`src/rtl/custom_ff_unit.sv`:
```
// Multi-mode storage register: parallel load, left shift with serial-in from d[0],
// or plain D capture. Load has priority over shift; reset is asynchronous, active-low.
module custom_ff_unit #(
  parameter int               WIDTH     = 4,
  parameter logic [WIDTH-1:0] RESET_VAL = '0
) (
  input  logic             clk,
  input  logic             rst,
  input  logic             load_en,
  input  logic             shift_en,
  input  logic [WIDTH-1:0] d_load,
  input  logic [WIDTH-1:0] d,
  output logic [WIDTH-1:0] q
);

  logic [WIDTH-1:0] q_next;

  // Only d[0] feeds the shift path, so d[WIDTH-1:1] cannot leak X while shifting.
  always_comb begin
    q_next = d;
    if (load_en) begin
      q_next = d_load;
    end else if (shift_en) begin
      q_next = {q[WIDTH-2:0], d[0]};
    end
  end

  always_ff @(posedge clk or negedge rst) begin
    if (!rst) begin
      q <= RESET_VAL;
    end else begin
      q <= q_next;
    end
  end

endmodule

```
`config.mk`:
```
export PLATFORM = sky130hd
export DESIGN_NAME = custom_ff_unit
export DESIGN_NICKNAME = d
export VERILOG_FILES = /design/src/rtl/custom_ff_unit.sv
export SDC_FILE = /design/constraint.sdc
export NUM_CORES = 1
export LEC_CHECK = 0
export ABC_AREA = 0
export ABC_CLOCK_PERIOD_IN_PS = 900
export CORE_AREA = 2 2 39 41
export CTS_CLUSTER_DIAMETER = 150
export DETAILED_ROUTE_END_ITERATION = 8
export DIE_AREA = 0 0 41 43
export HOLD_SLACK_MARGIN = 0.06
export MAX_ROUTING_LAYER = met4
export SKIP_LAST_GASP = 1
export SLEW_MARGIN = 20
export SYNTH_ARGS = -nofsm -noshare
export SYNTH_HDL_FRONTEND = slang
export SYNTH_SLANG_ARGS = --single-unit
```
`constraint.sdc`:
```
create_clock -name clk -period 0.9 [get_ports clk]
set_clock_uncertainty 0.15 [all_clocks]
set_input_delay 0.09 -clock clk [delete_from_list [all_inputs] [get_ports clk]]
set_output_delay 0.09 -clock clk [all_outputs]
set_load 0.02 [all_outputs]
```
**After elaboration in Yosys (flattened, before gate mapping)**

Index checks and enable logic that the tools add are counted.

- Bits in writable memories: 0
- Word-level logic and storage cells: 3
- Bits in registers: 4
- Bits in read-only memories: 0
- Memories: 0
- Bits of input ports: 12
- Output and inout port bits: 4
- Latch bits: 0

- Bitwise operators: 0
- Mux-type cells: 2
- Shifts and indexed selects: 0
- Add/sub/neg operators: 0
- Div/mod/pow operators: 0
- Equality and inequality tests: 0
- Magnitude comparators: 0
- Reductions and logical operators: 0
- $mul: 0

Operators by type and width:

| cell | count |
|---|---|
| 4-bit two-way mux | 2 |

**Logic depth before layout (Yosys ltp)**

Gate-level depths: netlist (run 1).

- Depth in word-level cells: 2
- Depth in mapped cells: 2
- Gate-level depth less buffers: 2

**Least setup slack after synthesis (run 1)**

No wires, ideal clock.

- Path kind: reg2reg
- From: register q[0]
- To: register q[1]
- Cell stages (with the launch flop): 3
- Period minus slack after synthesis: 0.909 ns
- Path buffers: 0
- Path slack: -0.009 ns
- Arrival: 0.639 ns
- Cells stage by stage: dfrtp_1 > mux2i_1 > o21ai_1

- Cells in the longest elaborated chain, start to end: 2

Ends and longest elaborated chain:

| what | line | RTL |
|---|---|---|
| start, declared | 13 | `output logic [WIDTH-1:0] q` |
| start signal, assigned | 32 | `q <= q_next;` |
| 4-bit two-way mux | 23 | `end else if (shift_en) begin` |
| 4-bit two-way mux | 21 | `if (load_en) begin` |
| net q_next[1] | 16 | `logic [WIDTH-1:0] q_next;` |

The timed path passes the listed nets, and every way through them passes these cells.

**Final worst setup path (run 1)**

- From: register q[2]
- To: output q[2]

No word-level cell between the ends.

==> impl_metrics.env, run 1 <==
export IMPL_outcome="finished, violations left"
export IMPL_violations="hold timing, setup timing"
export IMPL_gp_congestion=0.603
export IMPL_final_cell_mix="9 x clkdlybuf4s50_1, 4 x buf_6"
export IMPL_crit_family="flip-flops"
export IMPL_final_common_cell="clkdlybuf4s50_1"
export IMPL_largest_register_ffs=4
export IMPL_max_vdd_ir_drop_uv=456
export IMPL_die_h_um=43
export IMPL_seqPwrFrac_pct=34.9
export IMPL_grt_pass1_vias=165
export IMPL_final_setup_viol_count=4
export IMPL_via_per_inst=3.48
export IMPL_drc=0
export IMPL_power_density_nw_per_um2=1570
export IMPL_cts_buffers_inserted=3
export IMPL_clkLatencyLatePin_ps=240
export IMPL_drv_cap=0
export IMPL_slowest_delay_ps=410
export IMPL_cts_clk_slew_worst_paths_ps=40
export IMPL_worst_slew_pin_slew_ps=157
export IMPL_diodes=0
export IMPL_yosys_warnings=0
export IMPL_min_delay_path_class="in2async"
export IMPL_combPwrFrac_pct=23.1
export IMPL_pin_count=16
export IMPL_h_tree_depth=1
export IMPL_die_x_um=41
export IMPL_ys_ff_latch=4
export IMPL_cts_setup_buffers=0
export IMPL_slew_violations=0
export IMPL_hold_viol=4
export IMPL_drive_gt1_share_pct=35.3
export IMPL_synthToLayoutAreaGrowth_pct=123
export IMPL_antenna_found_initial=0
export IMPL_slew_headroom_pct=89.2
export IMPL_cp_end_kind="output pin"
export IMPL_p_clk_share_pct=42.0
export IMPL_cp_num_buf_inv=1
export IMPL_nets=47
export IMPL_cp_required_ps=660
export IMPL_wl_per_cell_um=8.78
export IMPL_rsz0062_at_grt="yes"
export IMPL_groute_usage_overall_pct=5.78
export IMPL_synth_net_count=26
export IMPL_die_area_um2=1760
export IMPL_timing_hold_ws_ps=-92.1
export IMPL_cts_tree="built"
export IMPL_cp_arrival_ps=780
export IMPL_worstSetupStartpointType="flop"
export IMPL_cts_root_buf="clkbuf_4"
export IMPL_grt_pass1_wl_um=600
export IMPL_initial_utilization_pct=12.4
export IMPL_syn_inst=14
export IMPL_wirelength_um=439
export IMPL_post_place_ws_ps=-308
export IMPL_ys_seq_area_share_pct=58.4
export IMPL_vias=174
export IMPL_core_area_um2=1380
export IMPL_clock_fmax_mhz=981
export IMPL_clockBufferDepth=2
export IMPL_grt_util_met2_pct=5.00
export IMPL_power_switching_mw=0.146
export IMPL_path_max_fanout=2
export IMPL_crit_chain="buf_6"
export IMPL_leakagePower_nw=0.171
export IMPL_num_rows=14
export IMPL_met1_usage_pct=8.12
export IMPL_slowest_stage="dfrtp_2"
export IMPL_antenna_left=0
export IMPL_grt_max_degree=7
export IMPL_top_regs="q x4"
export IMPL_fin_ws_ps=-119
export IMPL_cts_sinks=4
export IMPL_drtPass1Iterations=4
export IMPL_detailedRoute_firstIterationViolations=3
export IMPL_swShare_pct=24.4
export IMPL_met3_usage_pct=3.14
export IMPL_numPortBuffers=15
export IMPL_crit_type="reg2out"
export IMPL_ys_types=5
export IMPL_fin_crit_ps=1020
export IMPL_syn_area_per_cell_um2=12.2
export IMPL_netlist_area_um2=171
export IMPL_grt_busiest_layer="met1"
export IMPL_regMostFlops="q"
export IMPL_internal_power_mw=0.453
export IMPL_overflow=0
export IMPL_period_share_pct=113
==> path summary, 6_finish.rpt <==
kind                       slack (ps)    to  startpoint  cells past startpoint
max in group asynchronous         500  q[0]         rst                      1
hold reg to reg                   420  q[1]        q[0]                      2
min in group clk                  120  q[0]     load_en                      2
setup / recovery                 -120  q[2]        q[2]                      1
setup reg to reg                    0  q[2]        q[1]                      2
hold / removal                    -90  q[1]         rst                      1
==> per-layer routing <==
layer	share of wire [%]	wire, µm
met5	0	0
met4	0	0
met3	19	84
met2	31	137
met1	49	217
==> stage by stage <==
step / cells / cell area, µm² / total power [mW] / util (%) / setup TNS [ps]
CTS: 50 / 382 / 0.613 / 27.6 / -444
finish: 50 / 382 / 0.600 / 27.6 / -395
detailed placement: 46 / 353 / 0.348 / 25.5 / -2220
floorplan: 14 / 175 / 0.253 / - / 0
global placement: 46 / 353 / 0.348 / 25.5 / -2200
global route: 50 / 382 / 0.638 / 27.6 / -570
==> power by group through the flow <==
stage	logic (mW)	registers [mW]	clock network (mW)
final	0.138	0.209	0.252
after global routing	0.150	0.210	0.278
after CTS	0.140	0.210	0.264
after detailed placement	0.140	0.209	0
after global placement	0.140	0.209	0
after floorplan	0.0239	0.229	0
==> layout make-up <==
class,instances,area (µm²)
timing repair buffer,16,160
tap,16,20.0
multi-input combinational,10,71.3
sequential,4,104
fill,151,1000
clock buffer,4,26.3
==> timing repair <==
item                                   in CTS  in global routing
endpoints found under the hold margin       4                  4
cloned                                      0                  0
setup endpoints to repair                   8                  6
resized for setup                          26                  0
==> cell usage after synthesis <==
master	number	area share, %
mux2_4	1	8.8
mux2i_1	3	18
dfrtp_1	4	58
o21ai_1	3	8.8
nand2_1	3	6.6
==> cell families (layout without fill, tap and decap cells) <==
group / Yosys count / in the layout / share of synthesized area (%)
multiplexers: 4 / 4 / 26.3
flip-flops: 4 / 4 / 58.4
AO/OA/AOI/OAI: 3 / 3 / 8.76
AND/OR/NAND/NOR: 3 / 3 / 6.57
buffers and inverters: 0 / 20 / 0
Power figures use the tool's default switching activity.
==> run 2, diff against run 1 <==
CTS_CLUSTER_DIAMETER = default   (was 150)
==> results of run 2 <==
Final layout, timing and power as in run 1 (identical DEF).
